`src/rtl/core_pkg.sv`:
```
// ---------------------------------------------------------------------------
// core_pkg
// Shared definitions for the RV32 core pipeline:
//   - XLEN / RA_W    : datapath and register-address widths
//   - ALU_*          : 3-bit ALU operation codes
//   - fwd_sel_e      : operand forwarding source select
// ---------------------------------------------------------------------------
package core_pkg;

  localparam int XLEN = 32;
  localparam int RA_W = 5;

  localparam logic [2:0] ALU_ADD = 3'b000;
  localparam logic [2:0] ALU_SUB = 3'b001;
  localparam logic [2:0] ALU_AND = 3'b010;
  localparam logic [2:0] ALU_OR  = 3'b011;
  localparam logic [2:0] ALU_XOR = 3'b100;
  localparam logic [2:0] ALU_SLL = 3'b101;
  localparam logic [2:0] ALU_SRL = 3'b110;
  localparam logic [2:0] ALU_SLT = 3'b111;

  typedef enum logic [1:0] {
    FWD_RF  = 2'b00,
    FWD_EXM = 2'b01,
    FWD_MWB = 2'b10
  } fwd_sel_e;

endpackage

```
`src/rtl/fwd_unit.sv`:
```
// ---------------------------------------------------------------------------
// fwd_unit
// Combinational forwarding select and mux for one source operand.
// Ports:
//   rs            : source register address held in the ID/EX register
//   rf_data       : register-file data captured with that instruction
//   exm_reg_write, exm_rd, exm_result : EX/MEM writeback candidate
//   mwb_reg_write, mwb_rd, mwb_data   : MEM/WB writeback candidate
//   fwd_data      : selected operand value
// EX/MEM is the younger result, so it wins over MEM/WB. x0 never forwards.
// ---------------------------------------------------------------------------
module fwd_unit
  import core_pkg::*;
#(
  parameter int XLEN = core_pkg::XLEN,
  parameter int RA_W = core_pkg::RA_W
) (
  input  logic [RA_W-1:0] rs,
  input  logic [XLEN-1:0] rf_data,
  input  logic            exm_reg_write,
  input  logic [RA_W-1:0] exm_rd,
  input  logic [XLEN-1:0] exm_result,
  input  logic            mwb_reg_write,
  input  logic [RA_W-1:0] mwb_rd,
  input  logic [XLEN-1:0] mwb_data,
  output logic [XLEN-1:0] fwd_data
);

  function automatic logic fwd_hit(input logic we, input logic [RA_W-1:0] rd,
                                   input logic [RA_W-1:0] src);
    return we && (rd != '0) && (rd == src);
  endfunction

  fwd_sel_e sel;

  always_comb begin
    sel = FWD_RF;
    if (fwd_hit(exm_reg_write, exm_rd, rs))
      sel = FWD_EXM;
    else if (fwd_hit(mwb_reg_write, mwb_rd, rs))
      sel = FWD_MWB;
  end

  always_comb begin
    fwd_data = rf_data;
    case (sel)
      FWD_EXM: fwd_data = exm_result;
      FWD_MWB: fwd_data = mwb_data;
      default: fwd_data = rf_data;
    endcase
  end

endmodule

```
`src/rtl/id_ex_stage.sv`:
```
// ---------------------------------------------------------------------------
// id_ex_stage
// ID/EX pipeline register of the 5-stage RV32 core, feeding the ALU.
// Ports:
//   clk, rst          : clock (rising edge), asynchronous active-high reset
//   stall_in          : hold all register contents (memory wait)
//   flush_in          : load a bubble (branch/jump redirect), beats stall_in
//   id_*              : decoded instruction fields from the decode stage
//   exm_*, mwb_*      : EX/MEM and MEM/WB writeback candidates for forwarding
//   alu_a, alu_b      : forwarded ALU operands (combinational from state)
//   alu_op            : registered ALU op code
//   ex_store_data     : forwarded rs2 for stores, regardless of alu_src
//   ex_*              : registered copies of the ID control/PC/rd fields
//   hazard_stall      : load-use detected; upstream holds PC and IF/ID
// ---------------------------------------------------------------------------
module id_ex_stage
  import core_pkg::*;
#(
  parameter int XLEN = core_pkg::XLEN,
  parameter int RA_W = core_pkg::RA_W
) (
  input  logic            clk,
  input  logic            rst,
  input  logic            stall_in,
  input  logic            flush_in,
  input  logic            id_valid,
  input  logic [XLEN-1:0] id_pc,
  input  logic [XLEN-1:0] id_rs1_data,
  input  logic [XLEN-1:0] id_rs2_data,
  input  logic [XLEN-1:0] id_imm,
  input  logic [RA_W-1:0] id_rs1,
  input  logic [RA_W-1:0] id_rs2,
  input  logic [RA_W-1:0] id_rd,
  input  logic            id_uses_rs2,
  input  logic [2:0]      id_alu_op,
  input  logic            id_alu_src,
  input  logic            id_reg_write,
  input  logic            id_mem_read,
  input  logic            id_mem_write,
  input  logic            id_branch,
  input  logic            exm_reg_write,
  input  logic [RA_W-1:0] exm_rd,
  input  logic [XLEN-1:0] exm_result,
  input  logic            mwb_reg_write,
  input  logic [RA_W-1:0] mwb_rd,
  input  logic [XLEN-1:0] mwb_data,
  output logic [XLEN-1:0] alu_a,
  output logic [XLEN-1:0] alu_b,
  output logic [2:0]      alu_op,
  output logic [XLEN-1:0] ex_store_data,
  output logic            ex_valid,
  output logic [XLEN-1:0] ex_pc,
  output logic [RA_W-1:0] ex_rd,
  output logic            ex_reg_write,
  output logic            ex_mem_read,
  output logic            ex_mem_write,
  output logic            ex_branch,
  output logic            hazard_stall
);

  logic            vld_p1;
  logic [XLEN-1:0] pc_p1;
  logic [XLEN-1:0] rs1_data_p1;
  logic [XLEN-1:0] rs2_data_p1;
  logic [XLEN-1:0] imm_p1;
  logic [RA_W-1:0] rs1_p1;
  logic [RA_W-1:0] rs2_p1;
  logic [RA_W-1:0] rd_p1;
  logic [2:0]      alu_op_p1;
  logic            alu_src_p1;
  logic            reg_write_p1;
  logic            mem_read_p1;
  logic            mem_write_p1;
  logic            branch_p1;

  logic            hold;
  logic            bubble;
  logic [XLEN-1:0] fwd_rs1;
  logic [XLEN-1:0] fwd_rs2;

  // A load in EX whose rd feeds the decoding instruction cannot forward in
  // time; the consumer waits one cycle while a bubble goes down the pipe.
  assign hazard_stall = id_valid && vld_p1 && mem_read_p1 && (rd_p1 != '0) &&
                        ((id_rs1 == rd_p1) || (id_uses_rs2 && (id_rs2 == rd_p1)));

  // flush beats stall; stall beats the load-use bubble (hazard_stall still
  // reported so upstream keeps holding).
  assign hold   = stall_in && !flush_in;
  assign bubble = flush_in || hazard_stall;

  // ---- ID -> EX register boundary ----
  always_ff @(posedge clk or posedge rst) begin
    if (rst) begin
      vld_p1       <= 1'b0;
      pc_p1        <= '0;
      rs1_data_p1  <= '0;
      rs2_data_p1  <= '0;
      imm_p1       <= '0;
      rs1_p1       <= '0;
      rs2_p1       <= '0;
      rd_p1        <= '0;
      alu_op_p1    <= ALU_ADD;
      alu_src_p1   <= 1'b0;
      reg_write_p1 <= 1'b0;
      mem_read_p1  <= 1'b0;
      mem_write_p1 <= 1'b0;
      branch_p1    <= 1'b0;
    end else if (!hold) begin
      if (bubble) begin
        vld_p1       <= 1'b0;
        pc_p1        <= '0;
        rs1_data_p1  <= '0;
        rs2_data_p1  <= '0;
        imm_p1       <= '0;
        rs1_p1       <= '0;
        rs2_p1       <= '0;
        rd_p1        <= '0;
        alu_op_p1    <= ALU_ADD;
        alu_src_p1   <= 1'b0;
        reg_write_p1 <= 1'b0;
        mem_read_p1  <= 1'b0;
        mem_write_p1 <= 1'b0;
        branch_p1    <= 1'b0;
      end else begin
        vld_p1       <= id_valid;
        pc_p1        <= id_pc;
        rs1_data_p1  <= id_rs1_data;
        rs2_data_p1  <= id_rs2_data;
        imm_p1       <= id_imm;
        rs1_p1       <= id_rs1;
        rs2_p1       <= id_rs2;
        rd_p1        <= id_rd;
        alu_op_p1    <= id_alu_op;
        alu_src_p1   <= id_alu_src;
        reg_write_p1 <= id_reg_write;
        mem_read_p1  <= id_mem_read;
        mem_write_p1 <= id_mem_write;
        branch_p1    <= id_branch;
      end
    end
  end

  // ---- EX: forwarding and operand selection ----
  fwd_unit #(.XLEN(XLEN), .RA_W(RA_W)) u_fwd_rs1 (
    .rs            (rs1_p1),
    .rf_data       (rs1_data_p1),
    .exm_reg_write (exm_reg_write),
    .exm_rd        (exm_rd),
    .exm_result    (exm_result),
    .mwb_reg_write (mwb_reg_write),
    .mwb_rd        (mwb_rd),
    .mwb_data      (mwb_data),
    .fwd_data      (fwd_rs1)
  );

  fwd_unit #(.XLEN(XLEN), .RA_W(RA_W)) u_fwd_rs2 (
    .rs            (rs2_p1),
    .rf_data       (rs2_data_p1),
    .exm_reg_write (exm_reg_write),
    .exm_rd        (exm_rd),
    .exm_result    (exm_result),
    .mwb_reg_write (mwb_reg_write),
    .mwb_rd        (mwb_rd),
    .mwb_data      (mwb_data),
    .fwd_data      (fwd_rs2)
  );

  assign alu_a         = fwd_rs1;
  assign alu_b         = alu_src_p1 ? imm_p1 : fwd_rs2;
  assign ex_store_data = fwd_rs2;

  assign alu_op        = alu_op_p1;
  assign ex_valid      = vld_p1;
  assign ex_pc         = pc_p1;
  assign ex_rd         = rd_p1;
  assign ex_reg_write  = reg_write_p1;
  assign ex_mem_read   = mem_read_p1;
  assign ex_mem_write  = mem_write_p1;
  assign ex_branch     = branch_p1;

endmodule

```
`config.mk`:
```
export PLATFORM = sky130hd
export DESIGN_NAME = id_ex_stage
export DESIGN_NICKNAME = d
export VERILOG_FILES = /design/src/rtl/core_pkg.sv /design/src/rtl/fwd_unit.sv /design/src/rtl/id_ex_stage.sv
export SDC_FILE = /design/constraint.sdc
export NUM_CORES = 1
export LEC_CHECK = 0
export ABC_AREA = 1
export CORE_ASPECT_RATIO = 1.5
export CORE_MARGIN = 2
export CORE_UTILIZATION = 45
export DETAILED_ROUTE_END_ITERATION = 6
export PLACE_DENSITY = 0.81
export RECOVER_POWER = 25
export SYNTH_ARGS = -nofsm -noshare
export SYNTH_HDL_FRONTEND = slang
export SYNTH_SLANG_ARGS = --single-unit
```
`constraint.sdc`:
```
create_clock -name clk -period 6.75 [get_ports clk]
set_input_delay 1.35 -clock clk [delete_from_list [all_inputs] [get_ports clk]]
set_output_delay 1.35 -clock clk [all_outputs]
set_load 0.01 [all_outputs]
```
==> flow_summary.yaml <==
synthesis:
  synth_fa_ha_area_frac: 0
  synth_most_common_cell: "nand3_1"
  synth_commonest_cells: "461 x nand3_1, 335 x nand2_1, 172 x inv_1"
  synth_largest_area_cell: "dfrtp_1"
  synthFlopType: "dfrtp_1"
  synthSimpleGateAreaFrac: 0.465
  synth_area_sq_um: 9970
  yosys_warnings: 0
  syn_avg_cell_area_sq_um: 6.69
  synthCells: 1489
  async_flop_share: 1.00
  yosys.area.top_type_share: 0.382
  syn_nets: 1722
  synth-edff-count: 0
  synth_area_leaders: "dfrtp_1 38%, nand3_1 23%, nand2_1 13%"
  synth_top_family_by_area: "simple AND/OR/NAND/NOR gates"
  synth_compound_area_frac: 0.00816
  yosysUniqueCellTypes: 27
  synth_xor_area_frac: 0.0167
  synth-seq-area-share: 0.382
  synthMuxAreaShare: 0
  synth-seq-cells: 152
critical_path:
  r2r_cells: 9
  cp.required_ns: 5.40
  cp-end-kind: "primary output"
  crit_type: "in2out"
  arrival_ns: 4.30
  worstSetupStartpointType: "input port"
  critPathMaxFanout: 32
finish:
  finalNetCount: 2009
  drive_above_1_share: 0.0509
  syn2layout_area_growth_pct: 41.9
  final.fill_count: 1960
  final_area_sq_um: 14100
clocking:
  numCtsBuffers: 17
  cts_tree: "built"
  cts.repair.resized: 0
  clk_latency_ns: 0.44
  hold_buffers: 0
  path_clk_slew_ns: 0.06
  cts-root-buf: "clkbuf_16"
  ctsHtreeMaxLevel: 4
  clock_path_buffers: 2
  cts_setup_buffers: 0
  clock_sinks: 152
routing:
  drt-total-wl_um: 39300
  drt_iter0_drc: 981
  drt_pre_antenna_iters: 6
  vias: 11300
  drc: 0
  vias_per_cell: 5.46
  ant_nets: 0
  wl_per_cell_um: 19.0
sta:
  finalWorstSetupSlack_ns: 1.10
  grt_setup_unrepaired: "no"
  max_slew_margin: -1.62
  finalCritPeriodShare: 0.838
  worst_pin_slew_ns: 3.93
  drv_slew: 102
  finalSetupTns_ns: 0
  post-route-min-period_ns: 5.65
  hold_violations: 0
  holdWs_ns: 0.508
  max_freq_ghz: 0.177
  finClkSkew_ns: 0.00819
  setup_viol: 0
place:
  pre_cts_slack_ns: 1.15
  port_buffers: 374
  gp_congestion: 1.04
  dp_hpwl_um: 28200
  postPlaceCellArea_sq_um: 13600
floorplanning:
  rows: 66
  die_h_um: 186
  dieArea_sq_um: 23400
  core_area_sq_um: 21700
  io_pins: 375
  die_x_um: 126
  start_util: 0.459
power:
  finalPower_mw: 2.58
  leakagePower_nw: 7.36
  power.density_nw_per_um2: 182
  peakVddDrop_v: 0.000195
min_path:
  hold_path_depth: 2
  worstHoldPathType: "reg2reg"
global_routing:
  grt_pass1_wl_um: 59500
  antenna_found_initial: 9
  grt_use_total: 0.329
  gr-total-overflow: 0
  first_global_vias: 10700
  grt_max_degree: 184
status:
  violations: "max-capacitance violations, max-slew violations"
  status: "finished with violations"
job:
  max-cap-violations: 1
-- registers in the layout (all words and copies together), names as in the netlist --
register / count
ex_valid: 1
ex_reg_write: 1
ex_rd: 5
alu_op: 3
imm_p1: 32
ex_mem_read: 1
rs2_p1: 5
rs1_p1: 5
ex_branch: 1
rs2_data_p1: 32
rs1_data_p1: 32
ex_pc: 32
alu_src_p1: 1
ex_mem_write: 1
-- cell families (layout without fill, tap and decap cells) --
family / count (synthesis) / count (layout)
buffers and inverters: 296 / 596
DFF: 152 / 152
AOI/OAI and AO/OA: 16 / 16
xor gates and xnor gates: 19 / 19
and+or+nand+nor: 1006 / 1006
other: 0 / 10
-- per-layer routing --
layer | routed length (um) | GRT usage
met5 | 13 | 0
met2 | 19600 | 0.560
met3 | 3270 | 0.0695
met4 | 2380 | 0.221
met1 | 14100 | 0.372
-- where the power goes --
part           leakage, nW  switching (mW)  internal (mW)
clock                0.270           0.405          0.554
sequential            2.02          0.0351          0.962
combinational         5.07           0.321          0.303
total                 7.36           0.762           1.82
-- critical path, cell delays in order --
cell	delay (ns)
clkdlybuf4s50_1	0.59
inv_2	0.04
nand2_1	0.05
nand2_1	0.05
nor2_1	0.16
nand3_2	0.10
nor2_4	0.64
nand3_1	0.33
nand3_2	0.22
nand2_1	0.07
nand2_1	0.12
clkdlybuf4s50_1	0.56
-- through the flow --
| step | cells | util |
|---|---|---|
| 6_report | 2071 | 0.652 |
| 2_1_floorplan | 1489 | - |
| 5_1_grt | 2069 | 0.651 |
| 3_3_place_gp | 2029 | 0.624 |
| 3_5_place_dp | 2029 | 0.624 |
| 4_1_cts | 2061 | 0.651 |
-- final cells by class --
class	instances	area [sq um]	area share
Antenna cell	10	25.0	0.00177
Clock buffer	21	450	0.0318
Clock inverter	11	123	0.00867
Inverter	178	676	0.0477
Multi-Input combinational cell	1041	4890	0.346
Sequential cell	152	3800	0.269
Tap cell	272	340	0.0241
Timing Repair Buffer	386	3840	0.271
-- placed cells by master (no fill, tap or decap), drive strengths merged --
cell,Yosys,routed
a21oi,3,3
buf,49,13
bufinv,0,2
clkbuf,69,21
clkdlybuf4s50,0,371
clkinv,0,3
clkinvlp,0,4
dfrtp,152,152
diode,0,10
dlygate4sd3,0,2
inv,178,180
nand2,339,339
nand3,495,495
nand3b,1,1
nand4,2,2
nor2,165,165
nor2b,1,1
nor3,3,3
o21ai,12,12
o22ai,1,1
xnor2,8,8
xor2,11,11
-- path summary, 6_finish.rpt --
check	startpoint	to	slack, ns
setup / recovery	mwb_rd[1]	alu_b[6]	1.10
hold / removal	imm_p1[9]$_DFFE_PP0N_	imm_p1[9]$_DFFE_PP0N_	0.51
setup reg to reg	ex_rd[3]$_DFFE_PP0N_	ex_pc[3]$_DFFE_PP0N_	4.15
hold reg to reg	imm_p1[9]$_DFFE_PP0N_	imm_p1[9]$_DFFE_PP0N_	0.51
max in group asynchronous	rst	rs1_data_p1[24]$_DFFE_PP0N_	1.63
min in group asynchronous	rst	imm_p1[24]$_DFFE_PP0N_	2.83
(Power assumes the default switching activity.)
